<file path="src/rtl/ring_credit_net.sv">
// ring_credit_net: unidirectional ring of NUM_NODES routers with credit-based
// hop flow control. Node i forwards to node (i+1) mod NUM_NODES through a
// BUF_DEPTH input FIFO at the receiver. Each node has a valid/ready injection
// port and an ejection port to its core. Injection keeps one downstream slot
// in reserve for ring traffic (bubble rule), and a per-node starvation counter
// lets a blocked injection eventually win its link over forwarded flits.

module ring_credit_net #(
    parameter int NUM_NODES    = 4,
    parameter int DATA_W       = 128,
    parameter int ID_W         = 8,
    parameter int BUF_DEPTH    = 4,
    parameter int STARVE_LIMIT = 8
) (
    input  logic                        clk,
    input  logic                        rst_l,
    input  logic [NUM_NODES-1:0]        inj_valid,
    input  logic [NUM_NODES*ID_W-1:0]   inj_dest,
    input  logic [NUM_NODES*DATA_W-1:0] inj_data,
    output logic [NUM_NODES-1:0]        inj_ready,
    output logic [NUM_NODES-1:0]        ej_valid,
    output logic [NUM_NODES*ID_W-1:0]   ej_src,
    output logic [NUM_NODES*DATA_W-1:0] ej_data,
    input  logic [NUM_NODES-1:0]        ej_ready,
    output logic [NUM_NODES-1:0]        err_drop
);

    localparam int PTR_W = (BUF_DEPTH > 1) ? $clog2(BUF_DEPTH) : 1;
    localparam int CNT_W = $clog2(BUF_DEPTH + 1);
    localparam int ST_W  = $clog2(STARVE_LIMIT + 1);

    localparam logic [CNT_W-1:0] DEPTH_C   = CNT_W'(BUF_DEPTH);
    localparam logic [CNT_W-1:0] INJ_MIN_C = CNT_W'(2);
    localparam logic [ST_W-1:0]  STARVE_C  = ST_W'(STARVE_LIMIT);
    localparam logic [ID_W:0]    NODES_C   = (ID_W + 1)'(NUM_NODES);
    localparam logic [PTR_W-1:0] LAST_PTR  = PTR_W'(BUF_DEPTH - 1);

    typedef struct packed {
        logic [ID_W-1:0]   src;
        logic [ID_W-1:0]   dest;
        logic [DATA_W-1:0] data;
    } flit_t;

    // Ring input FIFO storage and bookkeeping, one per node.
    flit_t            mem_q    [NUM_NODES][BUF_DEPTH];
    logic [PTR_W-1:0] rd_ptr_q [NUM_NODES];
    logic [PTR_W-1:0] rd_ptr_d [NUM_NODES];
    logic [PTR_W-1:0] wr_ptr_q [NUM_NODES];
    logic [PTR_W-1:0] wr_ptr_d [NUM_NODES];
    logic [CNT_W-1:0] count_q  [NUM_NODES];
    logic [CNT_W-1:0] count_d  [NUM_NODES];

    // credit_q[i] counts free slots node i may still claim in FIFO[i+1].
    logic [CNT_W-1:0] credit_q [NUM_NODES];
    logic [CNT_W-1:0] credit_d [NUM_NODES];
    logic [ST_W-1:0]  starve_q [NUM_NODES];
    logic [ST_W-1:0]  starve_d [NUM_NODES];

    // ret_q[j]: node j popped last cycle, so node j-1 gets its credit back.
    logic [NUM_NODES-1:0] ret_q, ret_d;
    logic [NUM_NODES-1:0] err_q, err_d;

    // Per-node combinational decisions.
    flit_t                head      [NUM_NODES];
    flit_t                link_flit [NUM_NODES];
    flit_t                wr_flit   [NUM_NODES];
    logic [ID_W-1:0]      dest_w    [NUM_NODES];
    logic [NUM_NODES-1:0] head_vld, local_hit, fwd_req, dest_ok, starved;
    logic [NUM_NODES-1:0] inj_ok, inj_fire, fwd_fire, ej_fire, pop, send;
    logic [NUM_NODES-1:0] wr_en, ret_in;

    function automatic logic [PTR_W-1:0] ptr_inc(input logic [PTR_W-1:0] p);
        return (p == LAST_PTR) ? '0 : p + PTR_W'(1);
    endfunction

    // Link arbitration, ejection, and next-state for every node.
    always_comb begin
        // NOTE: every signal written here gets a default first so no path
        // leaves a value held over from the previous evaluation (no latches).
        head      = '{default: '0};
        link_flit = '{default: '0};
        wr_flit   = '{default: '0};
        dest_w    = '{default: '0};
        rd_ptr_d  = rd_ptr_q;
        wr_ptr_d  = wr_ptr_q;
        count_d   = count_q;
        credit_d  = credit_q;
        starve_d  = starve_q;
        head_vld  = '0;
        local_hit = '0;
        fwd_req   = '0;
        dest_ok   = '0;
        starved   = '0;
        inj_ok    = '0;
        inj_fire  = '0;
        fwd_fire  = '0;
        ej_fire   = '0;
        pop       = '0;
        send      = '0;
        wr_en     = '0;
        ret_in    = '0;
        ej_valid  = '0;
        ej_src    = '0;
        ej_data   = '0;
        inj_ready = '0;

        for (int i = 0; i < NUM_NODES; i++) begin
            head[i]      = mem_q[i][rd_ptr_q[i]];
            head_vld[i]  = (count_q[i] != '0);
            local_hit[i] = (head[i].dest == ID_W'(i));
            ej_valid[i]  = head_vld[i] && local_hit[i];
            ej_src[i*ID_W +: ID_W]     = head[i].src;
            ej_data[i*DATA_W +: DATA_W] = head[i].data;
            fwd_req[i]   = head_vld[i] && !local_hit[i];

            dest_w[i]    = inj_dest[i*ID_W +: ID_W];
            dest_ok[i]   = ({1'b0, dest_w[i]} < NODES_C);
            starved[i]   = (starve_q[i] == STARVE_C);

            // Injection keeps one slot downstream free for ring traffic, and
            // yields to a forward request unless the node is starved.
            inj_ok[i]    = (credit_q[i] >= INJ_MIN_C) && (starved[i] || !fwd_req[i]);
            inj_ready[i] = !dest_ok[i] || inj_ok[i];
            inj_fire[i]  = inj_valid[i] && dest_ok[i] && inj_ok[i];
            fwd_fire[i]  = fwd_req[i] && (credit_q[i] != '0) && !inj_fire[i];
            ej_fire[i]   = ej_valid[i] && ej_ready[i];
            pop[i]       = ej_fire[i] || fwd_fire[i];
            send[i]      = inj_fire[i] || fwd_fire[i];
            link_flit[i] = inj_fire[i] ? flit_t'{ID_W'(i), dest_w[i], inj_data[i*DATA_W +: DATA_W]}
                                       : head[i];

            if (!inj_valid[i] || inj_ready[i]) begin
                starve_d[i] = '0;
            end else if (!starved[i]) begin
                starve_d[i] = starve_q[i] + ST_W'(1);
            end
        end

        for (int i = 0; i < NUM_NODES; i++) begin
            wr_en[i]   = send[(i + NUM_NODES - 1) % NUM_NODES];
            wr_flit[i] = link_flit[(i + NUM_NODES - 1) % NUM_NODES];
            ret_in[i]  = ret_q[(i + 1) % NUM_NODES];

            if (pop[i])   rd_ptr_d[i] = ptr_inc(rd_ptr_q[i]);
            if (wr_en[i]) wr_ptr_d[i] = ptr_inc(wr_ptr_q[i]);

            case ({wr_en[i], pop[i]})
                2'b10:   count_d[i] = count_q[i] + CNT_W'(1);
                2'b01:   count_d[i] = count_q[i] - CNT_W'(1);
                default: count_d[i] = count_q[i];
            endcase

            // A send and a returned credit in the same cycle cancel out.
            case ({send[i], ret_in[i]})
                2'b10:   credit_d[i] = credit_q[i] - CNT_W'(1);
                2'b01:   credit_d[i] = credit_q[i] + CNT_W'(1);
                default: credit_d[i] = credit_q[i];
            endcase
        end

        ret_d = pop;
        err_d = inj_valid & ~dest_ok;
    end

    // Control state: pointers, occupancy, credits, starvation, pulses.
    always_ff @(posedge clk) begin
        // NOTE: sequential state uses non-blocking assignments only, so every
        // register samples the pre-edge value of every other register.
        if (!rst_l) begin
            for (int i = 0; i < NUM_NODES; i++) begin
                rd_ptr_q[i] <= '0;
                wr_ptr_q[i] <= '0;
                count_q[i]  <= '0;
                credit_q[i] <= DEPTH_C;
                starve_q[i] <= '0;
            end
            ret_q <= '0;
            err_q <= '0;
        end else begin
            rd_ptr_q <= rd_ptr_d;
            wr_ptr_q <= wr_ptr_d;
            count_q  <= count_d;
            credit_q <= credit_d;
            starve_q <= starve_d;
            ret_q    <= ret_d;
            err_q    <= err_d;
        end
    end

    // FIFO payload storage, written by the upstream link.
    always_ff @(posedge clk) begin
        // NOTE: payload storage is deliberately not reset; occupancy and
        // pointers are, so stale entries are never read out.
        for (int i = 0; i < NUM_NODES; i++) begin
            if (wr_en[i]) mem_q[i][wr_ptr_q[i]] <= wr_flit[i];
        end
    end

    assign err_drop = err_q;

    // Credit accounting must make FIFO overflow impossible.
    for (genvar g = 0; g < NUM_NODES; g++) begin : g_chk
        a_no_overflow : assert property (@(posedge clk) disable iff (!rst_l)
            !(wr_en[g] && (count_q[g] == DEPTH_C)));
        a_credit_max : assert property (@(posedge clk) disable iff (!rst_l)
            credit_q[g] <= DEPTH_C);
        a_credit_min : assert property (@(posedge clk) disable iff (!rst_l)
            !(send[g] && (credit_q[g] == '0)));
    end

endmodule
</file>
<file path="config.mk">
export PLATFORM = sky130hd
export DESIGN_NAME = ring_credit_net
export DESIGN_NICKNAME = d
export VERILOG_FILES = /design/src/rtl/ring_credit_net.sv
export SDC_FILE = /design/constraint.sdc
export NUM_CORES = 2
export LEC_CHECK = 0
export BUFFER_PORTS_ARGS = -buffer_cell sky130_fd_sc_hd__buf_2
export CAP_MARGIN = 20
export CORE_UTILIZATION = 45
export DETAILED_ROUTE_END_ITERATION = 10
export GPL_ROUTABILITY_DRIVEN = 0
export PLACE_DENSITY = 0.7
export SETUP_SLACK_MARGIN = 0.4
export SLEW_MARGIN = 20
export SYNTH_ARGS = -nofsm -noshare
export SYNTH_HDL_FRONTEND = slang
export SYNTH_SLANG_ARGS = --single-unit
</file>
<file path="constraint.sdc">
create_clock -name clk -period 6.4 [get_ports clk]
set_input_delay 0.32 -clock clk [delete_from_list [all_inputs] [get_ports clk]]
set_output_delay 0.32 -clock clk [all_outputs]
set_load 0.02 [all_outputs]
</file>
Word level (Yosys, flattened, before mapping)
Memory sizes are Yosys's and may differ from the RTL's.
Index checks and enable logic that the tools add are counted.
{"block": "word_totals", "n_memories": 1, "inputBits": 554, "mem_bits_rw": 2304, "regBits": 64, "out_inout_bits": 556}
{"block": "classes", "addsub": 28, "eq_ne": 31, "muxes": 48, "bitwise": 11, "reduce_logical": 97, "n_lt_le_gt_ge": 20}
{"name": "mem_q", "words": 4, "word_bits": 576, "rd": 4, "rd_ports_with_merged_regs": 0, "wr": 4, "line": "45", "source": "flit_t mem_q [NUM_NODES][BUF_DEPTH];"}
{"op": "two-way mux 144 bit", "count": 16}
{"op": "two-way mux 576 bit", "count": 4}
{"op": "binary-select mux 144 bit (select 2 bit)", "count": 4}
{"op": "demux 144 bit (select 2 bit)", "count": 4}
{"op": "one-hot mux 3 bit (2 select lines)", "count": 8}
{"op": "logical AND 1 bit", "count": 36}
{"op": "equality test 2 bit (second input constant)", "count": 16}
{"op": "less-than comparator 8 x 3 -> 1 bit (second input constant)", "count": 4}
{"op": "adder 3 x 1 -> 3 bit (second input constant)", "count": 8}
{"op": ">= comparator 3 bit (second input constant)", "count": 8}
{"op": "NOT 2 -> 3 bit", "count": 8}
{"op": "nonzero test 3 bit", "count": 8}
{"op": "subtractor 3 x 1 -> 3 bit (second input constant)", "count": 8}
{"op": "logical NOT 1 bit", "count": 20}
{"op": "logical OR 1 bit", "count": 20}
{"op": "adder 2 x 1 -> 2 bit (second input constant)", "count": 8}
{"op": "adder 4 x 1 -> 4 bit (second input constant)", "count": 4}
{"op": "equality test 2 x 1 -> 1 bit (second input constant)", "count": 8}
{"op": "equality test 4 bit (second input constant)", "count": 4}
{"op": "equality test 8 x 2 -> 1 bit (second input constant)", "count": 2}
{"op": "two-way mux 2 bit", "count": 8}
{"op": "nonzero test 2 bit", "count": 8}
{"op": ">= comparator 3 x 2 -> 1 bit (second input constant)", "count": 4}
{"op": "less-than comparator 3 x 1 -> 1 bit (second input constant)", "count": 4}
{"op": "other kinds (7)", "count": 13}

Depth between registers and ports, before layout
{"block": "depth", "word_depth": 16, "mapped_depth": 13, "depth_no_buf": 13}

Worst setup path before layout
No wires, ideal clock.
{"block": "synth_path", "path_kind": "register to register", "from": "reg rd_ptr_q[6] (netlist name)", "to": "mem mem_q[1][288] (netlist name), enable pin", "path_buffers": 1, "stages_incl_launch_ff": 7, "slack_ps": 539, "t_arrival_ps": 5340, "synth_period_minus_slack_ps": 5861, "setup_ps": 521, "cell_sequence": "dfxtp_1 buf_4 mux4_2 nor4_1 a211oi_1 o22ai_1 and2_1"}
{"element": "start: declaration", "line": "46", "source": "logic [PTR_W-1:0] rd_ptr_q [NUM_NODES];"}
{"element": "start signal: assignment", "line": "180", "source": "rd_ptr_q <= rd_ptr_d;"}
{"element": "end: declaration", "line": "45"}

Final worst setup path
{"block": "layout_path", "from": "reg rd_ptr_q[6] (netlist name)", "to": "out ej_data[24]"}
{"block": "layout_via", "elab_chain_len": 4}
{"element": "NOT 2 -> 3 bit (implied by the code)", "line": "108", "source": "head[i] = mem_q[i][rd_ptr_q[i]];"}
{"element": "binary-select mux 144 bit (select 2 bit)", "line": "108"}
{"element": "two-way mux 144 bit (implied by the code) (2 in series)", "line": "108"}
{"element": "end: declaration", "line": "23", "source": "output logic [NUM_NODES*DATA_W-1:0] ej_data,"}
No other way between the ends. The select of a mux whose other input is x is not followed.

==> flow_metrics.tcl <==
set metrics [dict create \
    outcome "complete, no violations" \
    core_area_mm2 0.205 \
    cts-root-buf "clkbuf_16" \
    slew-limit-headroom_pct 21.9 \
    cts_resized 0 \
    nNetsFinal 6467 \
    dp_cells 7781 \
    ctsLongestPathBuffers 3 \
    htree_levels 4 \
    grt_pass1_wl_mm 374 \
    p_total_mw 65.6 \
    die-area_mm2 0.209 \
    final_cells 8770 \
    rsz0062_at_grt "no" \
    synth_area_mm2 0.0932 \
    critPathMaxFanout 40 \
    cp_data_required_time_ns 6.08 \
    drive_gt1_share_pct 42.3 \
    place_area_mm2 0.102 \
    cts_hold_buf 540 \
    hold_viol_final 0 \
    rows 166 \
    ant_nets 0 \
    cp_cell_sequence "buf_4 > buf_4 > mux4_2 > buf_2" \
    synth_top_cell_by_area "edfxtp_1" \
    syn_inst 4092 \
    endpoint_kind "output port" \
    r2r_start "rd_ptr_q[4]" \
    firstDrtPassIters 5 \
    critical_path_class "reg -> out" \
    min_period_ns 4.62 \
    powerDensity_mw_per_mm2 568 \
    ys_async_sr_fraction_pct 0 \
    die_w_um 457 \
    cpMostUsedCell "buf_4" \
    grt_usage_pct 25.1 \
    yosysTopAreaCellShare_pct 74.3 \
    synth_edf_count 2304 \
    crit_path_max_incr_delay_ns 0.79 \
    r2r_cells 6 \
    holdPathEnd "starve_q[1]" \
    crit_arrival_ns 4.30 \
    dpl_worst_slack_ns 1.99 \
    grt_pass1_vias 51660 \
    cap_violations 0 \
    antenna_found_initial 35 \
    p_leak_nw 38.5 \
    timing.final.crit_share_pct 72.3 \
    wire_per_inst_um 30.3 \
    via_per_inst 5.77 \
    ios 1110 \
    min_path_type "in -> reg" \
    r2r-end "mem_q[2][257]" \
    grt_max_degree 77 \
    ir_worst_vdd_mv 0.435 \
    drt_drc_violations_left 0 \
    ys.flop_type "edfxtp_1" \
    timing_worst_slew_pin_value_ns 1.17 \
    synth_fp_nets 4690 \
    postSynthAreaPerCell_um2 22.8 \
    cts.clk_slew.worst_paths_ns 0.06 \
    max_freq_mhz 216 \
    yosys_warnings 0 \
    cts_sinks 2368 \
    wl_mm 266 \
    synth_area_leaders "edfxtp_1 74%, mux4_2 14%, mux2_2 5.1%" \
    numPortBuffers 1109 \
    start_util_pct 45.4 \
    die_h_um 457 \
    overflow 0 \
    setup_tns_ns 0 \
    insertion_delay_ns 0.89 \
    startpoint_type "register" \
    setup_viol 0 \
    vias 50603 \
    area_delta_synth_final_pct 23.8 \
    hold_depth 5 \
    drt_iter0_drc 4850 \
    synth-seq-cells 2368 \
    utilization_pct 56.2 \
    yosysSeqAreaShare_pct 75.6 \
    numCtsBuffers 232 \
    hold_slack_ns 0.108 \
    place_hpwl_mm 179 \
    post_cts_buffers 0 \
    holdCritStartpoint "inj_dest[27]" \
    regToRegSetupSlack_ns 2.00 \
    fin_ws_ns 1.78 \
    stdcell_area_mm2 0.115 \
    fin_skew_ns 0.0686 \
    cts_tree "done" \
    synthDistinctLibCells 46 \
    slew_viol_final 0 \
    crit_slowest_cell "buf_4" \
]
-- layer usage --
metal / track usage [%] / share of wire, % / vias up
met4: 13.0 / 5.7 / 24
li1: - / - / 20767
met1: 31.3 / 37 / 26634
met3: 5.26 / 7.8 / 583
met5: 0 / 0.057 / -
met2: 41.5 / 49 / 2595
-- final cells by class --
| class | count | area [um2] |
|---|---|---|
| timing repair buffer | 1741 | 12200 |
| tap | 2688 | 3360 |
| clock inverter | 134 | 1270 |
| fill | 15007 | 89800 |
| clock buffer | 292 | 6140 |
| antenna | 21 | 52.6 |
| multi-input combinational | 1486 | 21700 |
| inverter | 40 | 150 |
| sequential | 2368 | 70500 |
-- synth_stat cells, types with 20 or more instances --
cell type / n
mux2_1: 100
buf_2: 52
clkbuf_1: 71
buf_1: 50
dfxtp_1: 64
mux2_2: 420
inv_1: 40
buf_4: 20
edfxtp_1: 2304
nand2_1: 45
mux2i_1: 23
nor2_1: 38
and2_1: 36
mux4_2: 576
ha_1: 36
nor2b_1: 56
-- critical path, delay by kind of cell (launching register included) --
kind                   cells  cell delay [ns]
buffers and inverters      3             1.73
flip-flops                 1             0.75
multiplexers               1             0.71
-- cell usage in the layout (no fill, tap or decap), drive strengths merged, types with 21 or more instances in the layout --
cell and count:
dlygate4sd3 541, edfxtp 2304, inv 47, nand2 45
mux2i 23, mux2 520, mux4 576, ha 36
nor2b 56, diode 21, and2 36, clkinv 103
nor2 42, dfxtp 64, buf 1200, clkbuf 292
-- cell families (layout without fill, tap and decap cells) --
kind of cell	Yosys count	count (layout)	synth area share (%)
compound gates	58	58	0.403
mux	1119	1119	20.5
buf+inv	238	2207	1.15
simple gates	241	241	1.46
fa+ha+maj	44	44	0.655
flops	2368	2368	75.6
xor+xnor	24	24	0.226
other cells	0	21	0
-- worst max-delay path by stage --
stage / start / endpoint / depth (start not counted)
final: rd_ptr_q[6] / ej_data[24] / 4
after global routing: rd_ptr_q[6] / ej_data[67] / 4
after CTS: rd_ptr_q[6] / ej_data[67] / 4
after detailed placement: rd_ptr_q[6] / mem_q[1][157] / 6
after global placement: rd_ptr_q[6] / mem_q[1][158] / 6
after floorplan: rd_ptr_q[6] / mem_q[1][288] / 6
-- where the power goes --
part           switching [mW]  internal [mW]
clock network            5.81           7.44
registers                1.15           25.0
logic                    17.2           9.03
-- sequential cells by signal, indices dropped and copies added (netlist names) --
name,flops
err_drop,4
count_q,12
ret_q,4
wr_ptr_q,8
mem_q,2304
starve_q,16
credit_q,12
rd_ptr_q,8
Note: power is estimated with default switching activity, not from simulation.
